**src/rtl/rr_priority_encoder_pkg.sv**
```systemverilog
// ---------------------------------------------------------------------------
// rr_priority_encoder_pkg
// Shared definitions for the round-robin / fixed-priority grant encoder.
//   - Grant FSM state codes (IDLE = no live grant, GRANTED = grant held).
//   - idx_width_for(): helper for callers sizing IDX_WIDTH from NUM_REQ.
// ---------------------------------------------------------------------------
package rr_priority_encoder_pkg;

    localparam logic [0:0] ST_IDLE    = 1'b0;
    localparam logic [0:0] ST_GRANTED = 1'b1;

    // Smallest index width able to address n requesters (at least 1 bit).
    function automatic int idx_width_for(input int n);
        return (n <= 2) ? 1 : $clog2(n);
    endfunction

endpackage : rr_priority_encoder_pkg

```
**src/rtl/rr_priority_encoder_penc.sv**
```systemverilog
// ---------------------------------------------------------------------------
// priority_encoder_param
// Combinational lowest-set-bit encoder.
//   req_i   [NUM_REQ-1:0]   input vector
//   found_o                 1 when any bit of req_i is set
//   idx_o   [IDX_WIDTH-1:0] index of the lowest set bit, 0 when none is set
// ---------------------------------------------------------------------------
module priority_encoder_param
    import rr_priority_encoder_pkg::*;
#(
    parameter int NUM_REQ   = 16,
    parameter int IDX_WIDTH = 4
) (
    input  logic [NUM_REQ-1:0]   req_i,
    output logic                 found_o,
    output logic [IDX_WIDTH-1:0] idx_o
);

    always_comb begin
        found_o = |req_i;
        idx_o   = '0;
        // Scan downward so the lowest set bit is the last one written.
        for (int i = NUM_REQ - 1; i >= 0; i--) begin
            if (req_i[i]) begin
                idx_o = IDX_WIDTH'(i);
            end
        end
    end

endmodule : priority_encoder_param

```
**src/rtl/rr_priority_encoder.sv**
```systemverilog
// ---------------------------------------------------------------------------
// rr_priority_encoder
// Registered arbiter: picks one of NUM_REQ requesters and holds the grant
// until it is acknowledged or withdrawn. Fixed priority (index 0 first) or
// round-robin (scan starts at rr_ptr) selectable every arbitration.
//   clk           rising-edge clock
//   rst           asynchronous active-high reset
//   req           request vector, bit i = requester i
//   enable        permits new grants (a held grant is unaffected)
//   rr_mode       1 = round-robin, 0 = fixed priority
//   ack           consumer accepts the current grant (ignored when idle)
//   grant_valid   a live grant is held
//   grant_idx     index of the granted requester
//   grant_onehot  one-hot of grant_idx, all-zero when no grant is held
//   rr_ptr        round-robin start pointer (debug)
// ---------------------------------------------------------------------------
module rr_priority_encoder
    import rr_priority_encoder_pkg::*;
#(
    parameter int NUM_REQ   = 16,
    parameter int IDX_WIDTH = 4
) (
    input  logic                 clk,
    input  logic                 rst,
    input  logic [NUM_REQ-1:0]   req,
    input  logic                 enable,
    input  logic                 rr_mode,
    input  logic                 ack,
    output logic                 grant_valid,
    output logic [IDX_WIDTH-1:0] grant_idx,
    output logic [NUM_REQ-1:0]   grant_onehot,
    output logic [IDX_WIDTH-1:0] rr_ptr
);

    // Wrap is against the last real requester, not the top index code.
    localparam logic [IDX_WIDTH-1:0] LAST_IDX = IDX_WIDTH'(NUM_REQ - 1);

    logic [0:0]           state_q,  state_d;
    logic [IDX_WIDTH-1:0] idx_q,    idx_d;
    logic [NUM_REQ-1:0]   onehot_q, onehot_d;
    logic [IDX_WIDTH-1:0] ptr_q,    ptr_d;

    logic [IDX_WIDTH-1:0] ptr_after_ack;
    logic                 acking;
    logic [IDX_WIDTH-1:0] arb_ptr;
    logic [IDX_WIDTH-1:0] start;
    logic [NUM_REQ-1:0]   masked_req;
    logic                 masked_found;
    logic [IDX_WIDTH-1:0] masked_idx;
    logic                 raw_found;
    logic [IDX_WIDTH-1:0] raw_idx;
    logic [IDX_WIDTH-1:0] winner;
    logic [NUM_REQ-1:0]   winner_onehot;
    logic                 held_req_live;

    assign ptr_after_ack = (idx_q == LAST_IDX) ? '0 : idx_q + IDX_WIDTH'(1);
    assign acking        = (state_q == ST_GRANTED) && ack;
    // On an ack the re-arbitration in the same edge must already see the
    // advanced pointer, so bypass the register.
    assign arb_ptr       = acking ? ptr_after_ack : ptr_q;
    assign start         = rr_mode ? arb_ptr : '0;

    genvar gi;
    generate
        for (gi = 0; gi < NUM_REQ; gi++) begin : g_mask
            assign masked_req[gi] = req[gi] & (IDX_WIDTH'(gi) >= start);
        end
    endgenerate

    priority_encoder_param #(
        .NUM_REQ   (NUM_REQ),
        .IDX_WIDTH (IDX_WIDTH)
    ) u_penc_masked (
        .req_i   (masked_req),
        .found_o (masked_found),
        .idx_o   (masked_idx)
    );

    priority_encoder_param #(
        .NUM_REQ   (NUM_REQ),
        .IDX_WIDTH (IDX_WIDTH)
    ) u_penc_raw (
        .req_i   (req),
        .found_o (raw_found),
        .idx_o   (raw_idx)
    );

    // Nothing at or above start: wrap around to the lowest request overall.
    assign winner = masked_found ? masked_idx : raw_idx;

    generate
        for (gi = 0; gi < NUM_REQ; gi++) begin : g_onehot
            assign winner_onehot[gi] = (winner == IDX_WIDTH'(gi));
        end
    endgenerate

    // onehot_q selects exactly the granted line, avoiding a wide index mux.
    assign held_req_live = |(req & onehot_q);

    always_comb begin
        state_d  = state_q;
        idx_d    = idx_q;
        onehot_d = onehot_q;
        ptr_d    = ptr_q;
        if (state_q == ST_IDLE) begin
            if (enable && raw_found) begin
                state_d  = ST_GRANTED;
                idx_d    = winner;
                onehot_d = winner_onehot;
            end
        end else begin
            if (ack) begin
                ptr_d = ptr_after_ack;
                if (enable && raw_found) begin
                    idx_d    = winner;
                    onehot_d = winner_onehot;
                end else begin
                    state_d  = ST_IDLE;
                    onehot_d = '0;
                end
            end else if (!held_req_live) begin
                state_d  = ST_IDLE;
                onehot_d = '0;
            end
        end
    end

    always_ff @(posedge clk or posedge rst) begin
        if (rst) begin
            state_q  <= ST_IDLE;
            idx_q    <= '0;
            onehot_q <= '0;
            ptr_q    <= '0;
        end else begin
            state_q  <= state_d;
            idx_q    <= idx_d;
            onehot_q <= onehot_d;
            ptr_q    <= ptr_d;
        end
    end

    assign grant_valid  = (state_q == ST_GRANTED);
    assign grant_idx    = idx_q;
    assign grant_onehot = onehot_q;
    assign rr_ptr       = ptr_q;

endmodule : rr_priority_encoder

```
**config.mk**
```make
export PLATFORM = sky130hd
export DESIGN_NAME = rr_priority_encoder
export DESIGN_NICKNAME = d
export VERILOG_FILES = /design/src/rtl/rr_priority_encoder_pkg.sv /design/src/rtl/rr_priority_encoder_penc.sv /design/src/rtl/rr_priority_encoder.sv
export SDC_FILE = /design/constraint.sdc
export NUM_CORES = 1
export LEC_CHECK = 0
export ABC_CLOCK_PERIOD_IN_PS = 2680
export CORE_ASPECT_RATIO = 1.1
export CORE_MARGIN = 3
export CORE_UTILIZATION = 57
export CTS_CLUSTER_SIZE = 12
export DETAILED_ROUTE_END_ITERATION = 7
export DONT_BUFFER_PORTS = 1
export PLACE_DENSITY_LB_ADDON = 0.2
export SLEW_MARGIN = 30
export SYNTH_ARGS = -nofsm -noshare
export SYNTH_HDL_FRONTEND = slang
export SYNTH_SLANG_ARGS = --single-unit
```
**constraint.sdc**
```tcl
create_clock -name clk -period 2.68 [get_ports clk]
set_input_delay 0.536 -clock clk [delete_from_list [all_inputs] [get_ports clk]]
set_output_delay 0.536 -clock clk [all_outputs]
set_load 0.05 [all_outputs]
```
==> flow_metrics.py, run 1 <==
metrics = {
    "logic_synthesis": {
        "yosys-top-cells-count": "nand2_1, dfrtp_1, inv_1, nor2_1, o21ai_0",
        "synth_area_mm2": 0.00192,
        "synth_top_area_cell": "dfrtp_1",
        "synth_most_common_cell": "nand2_1",
        "synth-main-ff-cell": "dfrtp_1",
        "syn-num-nets": 241,
        "synth_cells": 219,
        "async_flop_share_pct": 100,
        "ys_types": 60,
        "synth_edf_count": 0,
        "syn_area_per_cell_um2": 8.76,
        "synth_top_area_share_pct": 32.6,
        "yosysWarnings": 0,
        "synth_area_leaders": "dfrtp_1, nand2_1, o41ai_2",
        "synth-seq-cells": 25,
        "seq_area_frac_synth_pct": 32.6,
    },
    "floorplanning": {
        "initial_core_util_pct": 61.3,
        "die-area_mm2": 0.00410,
        "row_count": 21,
        "core_area_mm2": 0.00313,
        "die_y_um": 66.8,
        "die_x_um": 61.3,
        "boundaryPins": 46,
    },
    "detailed_routing": {
        "drc": 100,
        "first_pass_iters": 8,
        "wl_met3_mm": 1.60,
        "final_antenna_net_count": 0,
        "met2WireLength_mm": 4.26,
        "drt-initial-drc-count": 598,
        "viasPerCell": 8.60,
        "top_layer": "met5",
        "wl_per_cell_um": 32.3,
        "wl_mm": 10.2,
        "vias": 2726,
        "met1_length_mm": 3.16,
    },
    "clock_network": {
        "clkSlewWorstSetupHoldPaths_ns": 0.17,
        "clk_path_buf_depth": 2,
        "cts_buffers": 3,
        "cts_sinks": 25,
        "tritoncts": "built",
        "h-tree-depth": 1,
        "root_buffer": "clkbuf_4",
        "clock_latency_ns": 0.35,
    },
    "power": {
        "netSwitchingPower_uw": 1360,
        "static-leakage-power_uw": 0.00120,
        "finalPower_uw": 2570,
        "internal_power_uw": 1210,
        "combPwrFrac_pct": 66.0,
        "clkPwrFrac_pct": 7.4,
        "seq_power_share_pct": 26.6,
        "ir_worst_vdd_mv": 0.774,
        "p_per_area_mw_per_mm2": 927,
        "switching_share_pct": 53.0,
    },
    "final_layout": {
        "diodes": 0,
        "fin_cells": 317,
        "nets": 306,
        "n_fill_cell": 123,
        "drive_above_1_share_pct": 48.4,
        "syn_to_final_growth_pct": 44.7,
    },
    "sta": {
        "holdWs_ns": 0.0779,
        "final_hold_viol_count": 0,
        "fin_ws_ns": -0.487,
        "fin_crit_ns": 3.17,
        "tightest_slew_ns": 0.721,
        "fin_setup_tns_ns": -6.75,
        "slew_violations": 0,
        "slew_headroom_pct": 51.9,
        "setup_violations": 20,
        "clock_skew_ns": 0.0315,
        "fmax_mhz": 316,
        "rsz0062_at_grt": "true",
        "period_share_pct": 118,
    },
    "critical_path": {
        "critPathMaxFanout": 4,
        "r2r_setup_slack_ns": -0.49,
        "r2r-end": "grant_onehot[2]",
        "max_stage_delay_ns": 0.48,
        "worst-r2r-cell-count": 10,
        "start_kind": "register",
        "arrival_ns": 3.38,
        "startpoint": "grant_idx[1]",
        "crit_path_end_kind": "register",
        "critical_path_class": "reg -> reg",
        "critPathBufInv": 2,
        "cp_top_family": "compound AO/OA/AOI/OAI gates",
        "cp_cell_sequence": "ha_4 -> and4_4 -> a31oi_4 -> o21a_1 -> o31a_1 -> a211oi_4 -> buf_4 -> a31oi_2 -> buf_4 -> o41ai_4",
        "crit_path_frequent_cell": "buf_4",
        "cp.required_ns": 2.89,
        "reg2reg_from": "grant_idx[1]",
        "slowest_stage": "dfrtp_2",
    },
    "run": {
        "cap_violations": 0,
    },
    "global_route": {
        "grt_pass1_wl_mm": 13.0,
        "grt_max_degree": 26,
        "grt_pass1_vias": 2484,
        "grt_use_total_pct": 44.4,
        "overflow": 0,
        "grt_antenna_before_repair": 0,
    },
    "hold_path": {
        "hold_class": "in -> async",
    },
    "placement": {
        "dp.final_hpwl_mm": 5.34,
        "portBuffers": 0,
        "dp_cells": 298,
        "globalplace.congestion": 1.11,
    },
    "run_status": {
        "violations": "DRC, setup timing",
        "outcome": "finished, violations left",
    },
}
[cell type report]
class,instances,area [um^2],share of cell area [%]
clock buffers,3,22.5,0.811
inverters,12,47.5,1.71
clock inverters,1,7.51,0.270
well taps,34,42.5,1.53
repair buffers,65,510,18.4
flip-flops and latches,25,631,22.7
multi-input cells,177,1520,54.6
[power by group through the flow]
stage / sequential (uW) / combinational [uW] / clock (uW)
detailed placement: 666 / 1210 / 0
CTS: 655 / 1430 / 174
global route: 685 / 1740 / 196
finish: 684 / 1700 / 190
global placement: 659 / 1170 / 0
floorplan: 826 / 564 / 0
[registers in the layout, indices dropped and copies added (netlist names)]
signal	cells
grant_valid	1
grant_idx	4
rr_ptr	4
grant_onehot	16
[routing by layer]
layer / GRT usage (%) / up-vias
met5: 3.17 / -
met4: 22.5 / 2
met3: 19.0 / 158
met2: 70.5 / 341
met1: 49.4 / 1220
li1: - / 1005
[kinds of logic after synthesis]
kind of cell             count (synthesis)  synth area share, %
AO/OA/AOI/OAI                           92                 39.9
AND/OR/NAND/NOR                         79                 20.0
adder cells (fa/ha/maj)                  1                0.652
multiplexers                             1                0.587
XOR/XNOR                                 2                 1.30
buffers and inverters                   19                 5.02
flip-flops                              25                 32.6
[timing repair]
action	CTS	global route
setup endpoints to repair	20	20
gates cloned	2	1
hold endpoints to repair	0	0
pin swaps	18	7
hold buffers	0	0
setup buffers	11	2
gates resized for setup	35	24
[stage by stage]
step | cell area [um^2] | util [%] | setup slack, ns
global placement | 2340 | 74.9 | -0.199
global route | 2780 | 88.8 | -0.493
floorplan | 1950 | - | -0.129
CTS | 2630 | 84.0 | -0.167
finish | 2780 | 88.8 | -0.487
detailed placement | 2340 | 74.9 | -0.360
[worst max-delay path by stage]
stage / end / slack [ns] / cells past startpoint
floorplan: grant_onehot[11] / -0.13 / 10
global placement: grant_onehot[7] / -0.20 / 9
detailed placement: grant_onehot[4] / -0.36 / 10
CTS: grant_onehot[11] / -0.17 / 9
global route: grant_onehot[2] / -0.49 / 12
finish: grant_onehot[2] / -0.49 / 10
[placed cells by master (no fill, tap or decap), drive strengths merged, types with 3 or more instances in the layout]
cell type | Yosys | layout
inv | 11 | 12
a31oi | 6 | 6
nor2 | 11 | 11
a31o | 3 | 3
nand4 | 3 | 3
o41ai | 9 | 9
nand2 | 33 | 33
buf | 5 | 65
clkbuf | 2 | 3
o211ai | 4 | 4
o311ai | 3 | 3
nand3 | 7 | 7
dfrtp | 25 | 25
a21oi | 7 | 7
or2 | 5 | 5
o31a | 3 | 3
o31ai | 8 | 8
and3 | 4 | 4
o21ai | 16 | 16
a221oi | 6 | 6
a22oi | 3 | 3
a22o | 5 | 5
nor3 | 6 | 6
No activity file was read; power rests on OpenSTA's default activity.
==> run 2: changes to the inputs <==
CORE_UTILIZATION = 58   (was 57)
SYNTH_HIERARCHICAL = 1   (was not set)
==> run 2 against run 1 <==
  * The run ends with setup timing left
  * Worst hold slack better by 0.014 ns
  * Count of clock-buffer cells in the layout unchanged
  * Setup slack better by 0.045 ns
  * Fmax up 1.4%
  * Critical endpoint is now grant_onehot[15]
  * Largest power group unchanged
==> flow_metrics.py, run 2 <==
metrics = {
    "critical_path": {
        "max_stage_delay_ns": 0.45,
        "critPathBufInv": 1,
        "crit_path_end_kind": "register",
        "start_kind": "register",
        "arrival_ns": 3.40,
        "slowest_stage": "dfrtp_2",
        "cp_top_family": "compound AO/OA/AOI/OAI gates",
        "r2r_setup_slack_ns": -0.44,
        "reg2reg_from": "grant_idx[1]",
        "critical_path_class": "reg -> reg",
        "cp.required_ns": 2.95,
        "r2r-end": "grant_onehot[15]",
        "path_depth": 13,
        "worst-r2r-cell-count": 13,
        "cp_cell_sequence": "ha_4 -> xor2_4 -> o211ai_1 -> nor2_1 -> a21boi_2 -> a21oi_1 -> o311a_1 -> o22ai_4 -> nand3_2 -> a22oi_1 -> buf_4 -> nand3_1 -> o211ai_2",
        "critPathMaxFanout": 5,
    },
    "placement": {
        "portBuffers": 0,
        "globalplace.congestion": 0.941,
        "dp.final_hpwl_mm": 5.22,
        "pre_cts_slack_ns": -0.511,
    },
    "clock_network": {
        "root_buffer": "clkbuf_4",
        "h-tree-depth": 1,
        "cts_sinks": 25,
        "cts_buffers": 3,
        "postCtsHoldBufs": 0,
        "clk_path_buf_depth": 2,
        "clkSlewWorstSetupHoldPaths_ns": 0.15,
        "tritoncts": "built",
        "clock_latency_ns": 0.34,
    },
    "logic_synthesis": {
        "synth_area_leaders": "dfrtp_1, nand2_1, o211ai_2",
        "yosysWarnings": 6,
        "syn_area_per_cell_um2": 8.02,
        "synth_edf_count": 0,
        "synth_top_area_cell": "dfrtp_1",
        "synth_cells": 269,
        "syn-num-nets": 291,
        "synth_area_mm2": 0.00216,
        "synth-seq-cells": 25,
        "seq_area_frac_synth_pct": 29.0,
        "ys_types": 56,
        "synth-main-ff-cell": "dfrtp_1",
        "async_flop_share_pct": 100,
        "synth_most_common_cell": "nand2_1",
        "synth_top_area_share_pct": 29.0,
        "yosys-top-cells-count": "nand2_1, dfrtp_1, nand3_1",
    },
    "final_layout": {
        "diodes": 0,
        "final_cell_mix": "buf_4, nand2_1, dfrtp_1, inv_1, nand3_1",
        "fin_util_pct": 84.4,
        "final_common_cell": "buf_4",
        "syn_to_final_growth_pct": 34.5,
        "nets": 342,
        "largest_reg_flops": 16,
        "drive_above_1_share_pct": 39.8,
        "n_fill_cell": 211,
    },
    "floorplanning": {
        "initial_core_util_pct": 62.7,
        "die-area_mm2": 0.00449,
        "row_count": 22,
        "boundaryPins": 46,
        "core_area_mm2": 0.00344,
        "die_x_um": 64.2,
        "die_y_um": 70.0,
    },
    "global_route": {
        "grt_pass1_wl_mm": 12.3,
        "grt_pass1_vias": 2493,
        "grt_antenna_before_repair": 0,
        "overflow": 0,
        "grt_max_degree": 26,
        "grt_use_total_pct": 34.8,
    },
    "detailed_routing": {
        "drt-initial-drc-count": 340,
        "wl_mm": 7.59,
        "vias": 2523,
        "final_antenna_net_count": 0,
        "viasPerCell": 6.87,
        "wl_per_cell_um": 20.7,
        "drc": 0,
        "first_pass_iters": 5,
    },
    "sta": {
        "clock_skew_ns": 0.00396,
        "fmax_mhz": 320,
        "setup_violations": 20,
        "period_share_pct": 116,
        "fin_setup_tns_ns": -7.43,
        "tightest_slew_ns": 0.647,
        "rsz0062_at_grt": "true",
        "slew_headroom_pct": 56.7,
        "final_hold_viol_count": 0,
        "fin_ws_ns": -0.442,
        "fin_crit_ns": 3.12,
        "slew_violations": 0,
    },
    "power": {
        "combPwrFrac_pct": 64.2,
        "internal_power_uw": 1150,
        "netSwitchingPower_uw": 1320,
        "seq_power_share_pct": 28.3,
        "p_per_area_mw_per_mm2": 849,
        "switching_share_pct": 53.5,
        "ir_worst_vdd_mv": 0.738,
        "static-leakage-power_uw": 0.00120,
        "clkPwrFrac_pct": 7.6,
    },
    "run_status": {
        "outcome": "finished, violations left",
        "violations": "setup timing",
    },
    "run": {
        "cap_violations": 0,
    },
    "hold_path": {
        "hold_class": "in -> async",
    },
}
[run 2: what timing repair did]
| item | CTS | global route |
|---|---|---|
| gates resized for setup | 46 | 9 |
| buffers inserted | 7 | 0 |
| cloned | 0 | 0 |
| pin swaps | 9 | 3 |
| setup endpoints to repair | 20 | 20 |
[run 2: power groups by stage]
stage          clock [uW]  combinational (uW)  sequential [uW]
2_1_floorplan           0                 670              855
3_3_place_gp            0                1250              682
3_5_place_dp            0                1270              685
4_1_cts               186                1480              688
5_1_grt               204                1680              712
6_report              186                1580              697
[run 2: through the flow]
stage,hold WS [ns],area (um^2),total power [uW],instances
final,0.0917,2900,2470,367
after global routing,0.110,2900,2600,367
after CTS,0.307,2850,2350,367
after detailed placement,0.567,2550,1950,356
after global placement,0.567,2550,1930,356
after floorplan,0.563,2190,1530,269
[run 2: worst max-delay path by stage]
stage | from | to | slack, ns
global placement | grant_idx[1] | grant_onehot[6] | -0.42
CTS | grant_idx[0] | grant_onehot[6] | -0.39
floorplan | grant_idx[0] | grant_onehot[7] | -0.46
finish | grant_idx[1] | grant_onehot[15] | -0.44
detailed placement | grant_idx[0] | grant_onehot[6] | -0.51
global route | grant_idx[0] | grant_onehot[4] | -0.58
[run 2: cell families (layout without fill, tap and decap cells)]
logic type                 after synthesis  in the layout  share of synthesized area, %
and+or+nand+nor                        120            120                          27.8
AOI/OAI and AO/OA                       88             88                          33.6
buffers and inverters                   29             79                          6.26
DFF                                     25             25                          29.0
muxes                                    5              5                          2.32
adders and majority gates                1              1                         0.580
xor gates and xnor gates                 1              1                         0.406
[run 2: worst reg2reg max path: cells and delay by family, from the launching register on]
family | cells | cell delay, ns
AO/OA/AOI/OAI | 7 | 1.66
buffers and inverters | 1 | 0.17
flip-flops | 1 | 0.45
adder cells (fa/ha/maj) | 1 | 0.19
AND/OR/NAND/NOR | 3 | 0.41
XOR/XNOR | 1 | 0.16
[run 2: final cells by class]
type	instances	area [um^2]	share of cell area (%)
inverters	21	78.8	2.72
flip-flops and latches	25	631	21.7
clock inverters	1	7.51	0.259
repair buffers	54	417	14.4
multi-input cells	215	1690	58.1
clock buffers	3	22.5	0.776
well taps	48	60.1	2.07
[run 2: layer usage]
metal	wire length, um	share of wire [%]	up-vias	track usage (%)
met1	2840	37	1207	42.7
met2	3720	49	178	57.9
met3	663	8.7	39	5.63
met5	0	0	-	0
met4	361	4.8	0	18.1
li1	-	-	1099	-
==> run 3: changes to the inputs <==
ABC_CLOCK_PERIOD_IN_PS = 3800   (was 2680)
CORE_UTILIZATION = 60   (was 58)
clock period = 3.8 ns   (was 2.68 ns; I/O delays follow)
==> run 3 against run 2 <==
  * The flow now finishes without violations
  * Sequential share of layout area rose by 5.9 points
  * Clock power fell by 32%
  * Die area fell by 3.0%
  * Global-route usage fell by 5.1 points
  * Sequential power fell by 33%
  * Final area fell by 22%
  * Critical path depth fell by 1
  * Non-clock buffer count fell by 44
  * Critical endpoint is now grant_onehot[11]
  * Largest cell class unchanged
==> flow_metrics.py, run 3 (synthesis results as in run 2) <==
metrics = {
    "critical_path": {
        "worst-r2r-cell-count": 12,
        "cp.required_ns": 4.07,
        "slowest_stage": "o32ai_1",
        "cp_cell_sequence": "ha_1 -> xor2_1 -> o211ai_1 -> a21oi_1 -> nor3b_1 -> nor4_2 -> nand3_1 -> or3_1 -> buf_4 -> o32ai_1 -> nand3_1 -> o211ai_2",
        "r2r_setup_slack_ns": 0.25,
        "start_kind": "register",
        "crit_path_frequent_cell": "nand3_1",
        "critPathMaxFanout": 12,
        "reg2reg_from": "grant_idx[0]",
        "critPathBufInv": 1,
        "cp_top_family": "simple AND/OR/NAND/NOR gates",
        "max_stage_delay_ns": 0.51,
        "critical_path_class": "reg -> reg",
        "r2r-end": "grant_onehot[11]",
        "crit_path_end_kind": "register",
        "arrival_ns": 3.83,
    },
    "final_layout": {
        "multi_input_comb_area_mm2": 0.00140,
        "n_fill_cell": 300,
        "regArea_um2": 626,
        "syn_to_final_growth_pct": 4.99,
        "largest_reg_flops": 16,
        "nets": 298,
        "drive_above_1_share_pct": 14.2,
        "final_cell_mix": "nand2_1, dfrtp_1, nand3_1, inv_1, nor2_1",
        "fin_util_pct": 66.9,
        "diodes": 0,
        "final_common_cell": "nand2_1",
    },
    "floorplanning": {
        "die_x_um": 63.2,
        "row_count": 22,
        "core_area_mm2": 0.00339,
        "boundaryPins": 46,
        "die_y_um": 68.9,
        "initial_core_util_pct": 63.7,
        "die-area_mm2": 0.00435,
    },
    "detailed_routing": {
        "met2WireLength_mm": 3.05,
        "drc": 0,
        "first_pass_iters": 5,
        "viasPerCell": 6.92,
        "wl_mm": 6.37,
        "met1_length_mm": 2.45,
        "vias": 2235,
        "top_layer": "met4",
        "wl_per_cell_um": 19.7,
        "final_antenna_net_count": 0,
        "drt-initial-drc-count": 241,
        "wl_met3_um": 681,
    },
    "clock_network": {
        "post_cts_buffers": 0,
        "ctsResizeCount": 0,
        "root_buffer": "clkbuf_4",
        "clk_path_buf_depth": 2,
        "cts_buffers": 3,
        "h-tree-depth": 1,
        "cts_sinks": 25,
        "postCtsHoldBufs": 0,
        "clock_latency_ns": 0.34,
        "tritoncts": "built",
        "clkSlewWorstSetupHoldPaths_ns": 0.15,
    },
    "sta": {
        "clock_skew_ns": 0.0166,
        "fin_setup_tns_ns": 0,
        "fmax_mhz": 281,
        "rsz0062_at_grt": "false",
        "period_share_pct": 93.5,
        "setup_violations": 0,
        "slew_violations": 0,
        "final_hold_viol_count": 0,
        "slew_headroom_pct": 44.6,
        "fin_crit_ns": 3.55,
        "tightest_slew_ns": 0.832,
    },
    "run": {
        "cap_violations": 0,
    },
    "run_status": {
        "outcome": "complete, no violations",
    },
    "placement": {
        "globalplace.congestion": 0.935,
        "portBuffers": 0,
        "dp.final_hpwl_mm": 4.88,
    },
    "global_route": {
        "overflow": 0,
        "grt_antenna_before_repair": 0,
        "grt_use_total_pct": 29.6,
        "grt_pass1_vias": 2064,
        "grt_max_degree": 26,
        "grt_pass1_wl_mm": 9.94,
    },
    "power": {
        "static-leakage-power_uw": 0.000961,
        "p_per_area_mw_per_mm2": 588,
        "ir_worst_vdd_mv": 0.382,
    },
    "hold_path": {
        "hold_class": "in -> async",
    },
}
## run 3: cell count changes in the layout (fill, tap and decap cells not counted), moves of 5 or more
cell	previous run	this run
nand3_1	17	22
o21ai_0	5	10
buf_4	51	10
nand3_2	5	0
## run 3: worst max path at each step
stage | start | to | slack, ns | cells past startpoint
after floorplan | grant_idx[0] | grant_onehot[7] | 0.35 | 13
after global placement | ack | grant_onehot[0] | 0.40 | 11
after detailed placement | ack | grant_onehot[11] | 0.22 | 11
after CTS | grant_idx[0] | grant_onehot[11] | 0.29 | 12
after global routing | grant_idx[0] | grant_onehot[9] | 0.03 | 12
final | grant_idx[0] | grant_onehot[11] | 0.25 | 12
## run 3: cell type report
| cell class | count | share of cell area, % |
|---|---|---|
| Multi-Input combinational cell | 215 | 61.8 |
| Sequential cell | 25 | 27.6 |
| Inverter | 21 | 3.48 |
| Timing Repair Buffer | 10 | 3.31 |
| Tap cell | 48 | 2.65 |
| Clock buffer | 4 | 1.16 |
## run 3: worst register-to-register path, delay by kind of cell, from the launching register on
family / cells / cell delay, ns
XOR/XNOR: 1 / 0.29
buffers and inverters: 1 / 0.24
AND/OR/NAND/NOR: 5 / 1.28
AO/OA/AOI/OAI: 4 / 1.05
adder cells (fa/ha/maj): 1 / 0.23
flip-flops: 1 / 0.40
## run 3: through the flow
step           area [um^2]  setup WS, ns  hold slack, ns  std cells  total power, uW
2_1_floorplan         2160         0.349           0.780        269             1050
3_3_place_gp          2240         0.398           0.544        319             1190
3_5_place_dp          2240         0.224           0.551        319             1200
4_1_cts               2270         0.295           0.563        323             1330
5_1_grt               2270        0.0304           0.356        323             1410
6_report              2270         0.246           0.336        323             1330
## run 3: per-layer routing
| layer | vias up | global-route usage, % |
|---|---|---|
| met5 | - | 0 |
| met3 | 21 | 5.19 |
| met1 | 1056 | 35.9 |
| met2 | 150 | 52.4 |
| li1 | 1008 | - |
| met4 | 0 | 13.2 |
## run 3: power breakdown
part / internal, uW / switching (uW) / total, uW
Sequential: 323 / 146 / 468
Combinational: 221 / 517 / 738
Clock: 41.3 / 84.5 / 126
